### config.mk
export PLATFORM = sky130hd
export DESIGN_NAME = sub_bytes_sequencer
export DESIGN_NICKNAME = d
export VERILOG_FILES = /design/src/rtl/sub_bytes_pkg.sv /design/src/rtl/sub_bytes_sequencer.sv
export SDC_FILE = /design/constraint.sdc
export NUM_CORES = 1
export LEC_CHECK = 0
export BUFFER_PORTS_ARGS = -buffer_cell sky130_fd_sc_hd__buf_2
export CORE_MARGIN = 2
export CORE_UTILIZATION = 49
export CTS_BUF_LIST = sky130_fd_sc_hd__clkbuf_8
export DETAILED_ROUTE_END_ITERATION = 10
export PLACE_DENSITY = 0.74
export SYNTH_ARGS = -nofsm -noshare
export SYNTH_HDL_FRONTEND = slang
export SYNTH_SLANG_ARGS = --single-unit
export TNS_END_PERCENT = 1
### constraint.sdc
create_clock -name clk -period 4.15 [get_ports clk]
set_input_delay 0.83 -clock clk [delete_from_list [all_inputs] [get_ports clk]]
set_output_delay 0.83 -clock clk [all_outputs]
set_load 0.01 [all_outputs]
### src/rtl/sub_bytes_pkg.sv
// rtl/sub_bytes_pkg.sv - shared types and a reference S-box for the SubBytes sequencer
package sub_bytes_pkg;

  typedef enum logic [1:0] {ST_IDLE, ST_REQ, ST_ACK, ST_DONE} sb_state_t;

  localparam int NUM_BYTES = 16;

  typedef logic [3:0] byte_idx_t;

  function automatic logic [7:0] gf_mul(input logic [7:0] a, input logic [7:0] b);
    logic [7:0] p;
    logic [7:0] x;
    p = 8'h00;
    x = a;
    for (int i = 0; i < 8; i++) begin
      if (b[i]) p = p ^ x;
      x = {x[6:0], 1'b0} ^ (x[7] ? 8'h1b : 8'h00);
    end
    return p;
  endfunction

  // Multiplicative inverse as v^254 in GF(2^8), then the AES affine map
  function automatic logic [7:0] sbox(input logic [7:0] v);
    logic [7:0] inv;
    logic [7:0] base;
    logic [7:0] e;
    inv  = 8'h01;
    base = v;
    e    = 8'hfe;
    for (int i = 0; i < 8; i++) begin
      if (e[i]) inv = gf_mul(inv, base);
      base = gf_mul(base, base);
    end
    return inv ^ {inv[6:0], inv[7]} ^ {inv[5:0], inv[7:6]} ^
           {inv[4:0], inv[7:5]} ^ {inv[3:0], inv[7:4]} ^ 8'h63;
  endfunction

endpackage

### src/rtl/sub_bytes_sequencer.sv
// rtl/sub_bytes_sequencer.sv - walks a 128-bit state through a byte-wide S-box memory handshake
module sub_bytes_sequencer
  import sub_bytes_pkg::*;
#(
  parameter int TIMEOUT_CYCLES = 255
)
(
  input  logic         clk,
  input  logic         rst,
  input  logic         in_valid,
  output logic         in_ready,
  input  logic [127:0] state_in,
  output logic         out_valid,
  input  logic         out_ready,
  output logic [127:0] state_out,
  output logic [7:0]   addr,
  output logic         flag_address_sent,
  input  logic         flag_data_sent,
  input  logic [7:0]   data_in,
  output logic         data_ack,
  output logic         busy,
  output logic         error
);

  localparam byte_idx_t LAST_IDX = byte_idx_t'(NUM_BYTES - 1);

  sb_state_t   r_state;
  sb_state_t   w_next;
  logic [127:0] r_in;
  logic [127:0] r_result;
  byte_idx_t   r_idx;
  logic        w_timeout;
  logic        w_in_phase;
  logic [6:0]  w_base;

  assign w_base     = {~r_idx, 3'b000};
  assign w_in_phase = (r_state == ST_REQ) || (r_state == ST_ACK);

  always_comb begin
    w_next = r_state;
    case (r_state)
      ST_IDLE: if (in_valid) w_next = ST_REQ;
      ST_REQ:  if (flag_data_sent) w_next = ST_ACK;
      ST_ACK:  if (!flag_data_sent) w_next = (r_idx == LAST_IDX) ? ST_DONE : ST_REQ;
      ST_DONE: if (out_ready) w_next = ST_IDLE;
      default: w_next = ST_IDLE;
    endcase
    if (w_timeout) w_next = ST_IDLE;
  end

  always_ff @(posedge clk or negedge rst) begin
    if (!rst) begin
      r_state  <= ST_IDLE;
      r_in     <= '0;
      r_result <= '0;
      r_idx    <= '0;
    end else begin
      r_state <= w_next;
      case (r_state)
        ST_IDLE: if (in_valid) begin
          r_in  <= state_in;
          r_idx <= '0;
        end
        ST_REQ:  if (flag_data_sent) r_result[w_base +: 8] <= data_in;
        ST_ACK:  if (!flag_data_sent && r_idx != LAST_IDX) r_idx <= r_idx + 4'd1;
        default: ;
      endcase
      if (w_timeout) r_result <= '0;
    end
  end

`ifdef SUB_BYTES_TIMEOUT_EN
  localparam int CW = $clog2(TIMEOUT_CYCLES + 1);

  logic [CW-1:0] r_cnt;
  logic          r_error;

  assign w_timeout = w_in_phase && (r_cnt == CW'(TIMEOUT_CYCLES - 1));
  assign error     = r_error;

  always_ff @(posedge clk or negedge rst) begin
    if (!rst) begin
      r_cnt   <= '0;
      r_error <= 1'b0;
    end else begin
      if (w_next != r_state) r_cnt <= '0;
      else if (w_in_phase)   r_cnt <= r_cnt + 1'b1;
      if (w_timeout)                          r_error <= 1'b1;
      else if (r_state == ST_IDLE && in_valid) r_error <= 1'b0;
    end
  end
`else
  assign w_timeout = 1'b0;
  assign error     = 1'b0;
`endif

  assign in_ready          = (r_state == ST_IDLE);
  assign busy              = (r_state != ST_IDLE);
  assign flag_address_sent = (r_state == ST_REQ);
  assign data_ack          = (r_state == ST_ACK);
  assign out_valid         = (r_state == ST_DONE);
  assign addr              = w_in_phase ? r_in[w_base +: 8] : 8'h00;
  assign state_out         = r_result;

endmodule

# Word level (Yosys, flattened, before mapping)
# Index checks and enable logic that the tools add are counted.
[op_classes]
bitwise = 1
n_reduce_logical = 10
multipliers = 0
magnitude_cmp = 0
n_div = 0
n_shift = 3
eq_ne = 10
addsub = 2
mux = 11
[ops]
columns = ["operator", "n"]
rows = [
  ["128-bit bitwise mux", 1],
  ["8-bit by 9-bit variable shift with 128-bit output, first input constant", 1],
  ["128-bit by 8-bit indexed part select with 8-bit output", 1],
  ["8-bit by 9-bit indexed part select with 128-bit output", 1],
  ["2-bit 2-to-1 mux", 5],
  ["7-bit negation with 9-bit output", 1],
  ["4-bit 2-to-1 mux", 2],
  ["8-bit 2-to-1 mux", 1],
  ["2-bit case mux with 4 select lines", 1],
  ["4-bit case mux with 2 select lines", 1],
  ["2-bit by 1-bit != test with 1-bit output, second input constant", 3],
  ["4-bit by 1-bit adder with 4-bit output, second input constant", 1],
  ["2-bit == test, second input constant", 2],
  ["4-bit == test, second input constant", 1],
  ["2-bit != test, second input constant", 2],
  ["4-bit != test, second input constant", 1],
  ["4-bit NOT", 1],
  ["2-bit AND reduction", 2],
  ["4-bit AND reduction", 1],
  ["2-bit nonzero test", 2],
  ["3-bit AND reduction", 1],
  ["2-bit by 1-bit == test with 1-bit output, second input constant", 1],
  ["2-bit zero test", 1],
  ["1-bit logical AND", 1],
  ["2 further kinds", 2],
]
[word_totals]
rom_bits = 0
n_memories = 0
input_bits = 141
ff_bits = 262
latch_bits = 0
output_inout_bits = 142
mem_bits_rw = 0
word_cells = 41

# Longest topological paths before layout
[logic_depth]
depth_word = 4
mapped_depth = 8
mapped_depth_nobuf = 6

# Worst setup path after synthesis
# OpenSTA, ideal clock, no wires.
[synth_timing]
path_type = "register to register"
from = "register r_idx[1]"
to = "register r_result[100], in the netlist state_out[100]"
t_arrival_ps = 2369
setup_time_ps = 125
path_buffers = 3
stages_incl_launch_ff = 9
t_required_ps = 4025
slack_ps = 1656
period_less_slack_ps = 2494
cell_sequence = "dfrtp_1 > buf_4 > clkbuf_1 > inv_1 > ha_1 > nor3_1 > and3b_1 > buf_2 > mux2_2"
[synth_via]
elab_chain_len = 4
word_cells_on_any_way = 5
[synth_rtl]
columns = ["element", "line", "text"]
rows = [
  ["start: declaration", "sub_bytes_sequencer.sv:31", "byte_idx_t r_idx;"],
  ["start signal: assignment", "sub_bytes_sequencer.sv:65", "ST_ACK: if (!flag_data_sent && r_idx != LAST_IDX) r_idx <= r_idx + 4'd1;"],
  ["4-bit NOT *", "sub_bytes_sequencer.sv:36", "assign w_base = {~r_idx, 3'b000};"],
  ["7-bit negation with 9-bit output *", "sub_bytes_sequencer.sv:64", "ST_REQ: if (flag_data_sent) r_result[w_base +: 8] <= data_in;"],
  ["8-bit by 9-bit indexed part select with 128-bit output / 8-bit by 9-bit variable shift with 128-bit output (equally long branches)", "sub_bytes_sequencer.sv:64", ""],
  ["128-bit bitwise mux *", "sub_bytes_sequencer.sv:64", ""],
  ["end signal: indexed assignment", "sub_bytes_sequencer.sv:64", ""],
  ["end: declaration", "sub_bytes_sequencer.sv:30", "logic [127:0] r_result;"],
]
# Every way passes the cells marked *; elsewhere a longest branch is shown, timed or not.
# A chain may end at the register's enable or synchronous reset.

# Worst setup path after layout
[layout_timing]
from = "register r_idx[0]"
to = "output addr[0]"
[layout_via]
elab_chain_len = 3
[layout_rtl]
columns = ["element", "line", "text"]
rows = [
  ["4-bit NOT", "sub_bytes_sequencer.sv:36", ""],
  ["128-bit by 8-bit indexed part select with 8-bit output", "sub_bytes_sequencer.sv:102", "assign addr = w_in_phase ? r_in[w_base +: 8] : 8'h00;"],
  ["8-bit 2-to-1 mux", "sub_bytes_sequencer.sv:102", ""],
  ["end: declaration", "sub_bytes_sequencer.sv:16", "output logic [7:0] addr,"],
]
# Every way passes these cells.

==> flow_summary_export.csv <==
group,metric,value,unit
pwr,p_sw,2.74,mW
clock_network,tritoncts,"yes",
grt,grt_pass1_vias,7681,
clock_network,max-clock-path-buffers,3,
clock_network,post_cts_buffers,0,
clock_network,worst_skew_pair.late_latency,0.53,ns
yosys,post_synth_num_cell_types,45,
yosys,netlist.area_leader.share,0.573,
sta,skew,0.0256,ns
die,rows,55,
sta,max_freq,269,MHz
worst_setup_path,cp_slowest_cell,"dfrtp_4",
sta,slew_viol_final,0,
yosys,synthFlopType,"dfrtp_1",
pwr,p_per_area,620,nW/µm²
yosys,synth_top_area_cell,"dfrtp_1",
worst_setup_path,critPathKind,"reg -> out",
pwr,vdd_drop_max,0.000390,V
worst_setup_path,r2r_slack,1.12,ns
clock_network,cts_root_buf,"clkbuf_8",
place,dp_hpwl,20400,µm
sta,setup-tns-final,0,ns
detailed_routing,first_iter_violations,361,
grt,antenna_found_initial,4,
final_layout,fill_cells,1801,
pwr,p_leak,7.09,nW
yosys,yosysSeqAreaShare,0.573,
worst_setup_path,worstPathRequired,3.32,ns
detailed_routing,drtPass1Iterations,4,
grt,grt_pass1_wl,42800,µm
yosys,synthCells,761,
pwr,seq_power_share,0.436,
grt,grt_max_degree,129,
final_layout,seq_area,6560,µm²
worst_setup_path,endpoint,"addr[0]",
detailed_routing,antenna_left,0,
clock_network,htreeDepth,2,
die,start_util,0.503,
place,port_buffers,281,
detailed_routing,viasPerCell,5.27,
pwr,p_clk_frac,0.259,
grt,grt_overflow,0,
sta,hold_violations,0,
pwr,p_int,5.97,mW
worst_setup_path,r2r-start,"r_idx[0]",
sta,rsz0062_at_grt,"no",
sta,relSlewSlack,0.398,
final_layout,nets,1206,
sta,finalCritPeriodShare,0.895,
final_layout,drive_above_1_share,0.586,
worst_setup_path,timing.rr.end,"state_out[66]",
clock_network,hold_buffers,0,
worst_setup_path,critPathCaptureType,"output port",
worst_setup_path,arrival,2.89,ns
sta,setup_viol,0,
yosys,syn-num-nets,910,
yosys,postSynth.asyncResetShare,1.00,
final_layout,multi_input_area,4690,µm²
pwr,pwr-share-comb,0.305,
grt,track_usage,0.229,
pwr,power,8.71,mW
detailed_routing,wl_per_cell,19.9,µm
detailed_routing,vias,7411,
worst_setup_path,crit_start,"r_idx[0]",
pwr,swShare,0.315,
worst_setup_path,cp_max_fo,51,
worst_setup_path,ff2ff_path_depth,5,
yosys,synth_edf_count,0,
final_layout,area_growth,22.8,%
outcome,status,"finished clean",
yosys,yosysMostFrequentCell,"dfrtp_1",
die,core,22800,µm²
yosys,syn_avg_cell_area,15.0,µm²
die,fp.dieH,157,µm
worst_setup_path,path_cells,"buf_4, mux4_2, nand3_1, o211ai_1, buf_2",
yosys,yosys-top-cells-area,"dfrtp_1 (57%), mux2_2 (25%), mux4_2 (3.1%), mux2i_1 (2.8%), a22oi_1 (1.4%)",
clock_network,cts_sinks,262,
worst_setup_path,startpoint_type,"flip-flop",
die,ios,283,
detailed_routing,wirelength,28000,µm
worst_setup_path,max_stage_delay,0.98,ns
yosys,yosys_warnings,0,
die,dieArea,24600,µm²
hold_path,hold_class,"in -> async",
die,die_w,157,µm
clock_network,path_clk_slew,0.06,ns
sta,worst_slew_pin_slew,0.901,ns
yosys,ys_top_cells_by_count,"dfrtp_1 (262), mux2_2 (253), mux2i_1 (32)",
clock_network,numCtsBuffers,44,
clock_network,cts_resized,0,
sta,period_needed,3.72,ns
place,place_congestion,0.854,
detailed_routing,drc,0,
run,cap_violations,0,
yosys,syn_area,11400,µm²
yosys,ys_ff_latch,262,
-- power groups by stage --
| stage | Sequential (mW) | Clock, mW | Combinational, mW |
|---|---|---|---|
| finish | 3.80 | 2.26 | 2.66 |
| global route | 3.89 | 2.44 | 2.90 |
| CTS | 3.81 | 2.32 | 2.70 |
| detailed placement | 3.86 | 0 | 2.68 |
| global placement | 3.83 | 0 | 2.64 |
| floorplan | 3.59 | 0 | 2.01 |
-- area by class of cell --
class | count | share of cell area
clock inverters | 23 | 0.00863
clock buffers | 56 | 0.0548
well taps | 313 | 0.0278
inverters | 7 | 0.00187
diodes | 3 | 0.000534
repair buffers | 287 | 0.107
multi-input cells | 455 | 0.333
flip-flops and latches | 262 | 0.466
-- cells in the final DEF, fill, tap and decap left out, drive strengths merged, types with 3 or more instances in the layout --
| cell | count |
|---|---|
| buf | 287 |
| dfrtp | 262 |
| mux2 | 256 |
| clkbuf | 56 |
| mux2i | 32 |
| and2 | 26 |
| inv | 25 |
| a22oi | 22 |
| nand3 | 18 |
| mux4 | 16 |
| nor2 | 12 |
| o21ai | 10 |
| nand2 | 9 |
| o211ai | 8 |
| ha | 8 |
| nor2b | 6 |
| a21oi | 6 |
| clkinv | 4 |
| nor3 | 4 |
| diode | 3 |
| nand2b | 3 |
| and3b | 3 |
-- routing by layer --
| layer | track usage | up-vias | share of wire |
|---|---|---|---|
| met4 | 0.0620 | 4 | 0.019 |
| met1 | 0.291 | 3697 | 0.41 |
| met2 | 0.386 | 281 | 0.49 |
| met5 | 0 | - | 0.0011 |
| li1 | - | 3382 | - |
| met3 | 0.0629 | 47 | 0.078 |
-- critical path, delay by kind of cell (launching register included) --
family	cells	cell delay, ns
multiplexers	1	0.53
flip-flops	1	0.98
buffers and inverters	2	0.56
AO/OA/AOI/OAI	1	0.18
AND/OR/NAND/NOR	1	0.09
-- cells by family after synthesis --
kind of cell | Yosys count | synth area share
adder cells (fa/ha/maj) | 8 | 0.00874
multiplexers | 304 | 0.311
XOR/XNOR | 1 | 0.000765
other | 1 | 0.000328
buffers and inverters | 44 | 0.0188
AO/OA/AOI/OAI | 57 | 0.0385
AND/OR/NAND/NOR | 84 | 0.0490
flip-flops | 262 | 0.573
-- state kept, by name, summed over array words and instances (netlist names) --
name and count:
r_state 2, r_idx 4, r_in 128, state_out 128
-- per-stage QoR --
step                      utilization  hold slack (ns)  setup slack (ns)  instance area (µm²)  instances
after floorplan                     -            0.474              1.66                11400        761
after global placement          0.578            0.464             0.961                13200       1324
after detailed placement        0.578            0.481             0.943                13200       1324
after CTS                       0.617            0.298             0.356                14100       1403
after global routing            0.617            0.313             0.271                14100       1404
final                           0.617            0.284             0.434                14100       1406
-- worst min-delay path by stage --
stage                    endpoint  slack (ns)  depth (start not counted)
global placement    state_out[93]        0.46                          1
detailed placement  state_out[91]        0.48                          1
global route        state_out[91]        0.31                          1
floorplan                r_in[10]        0.47                          1
CTS                 state_out[95]        0.30                          1
finish              state_out[59]        0.28                          1
(Power assumes the default switching activity.)
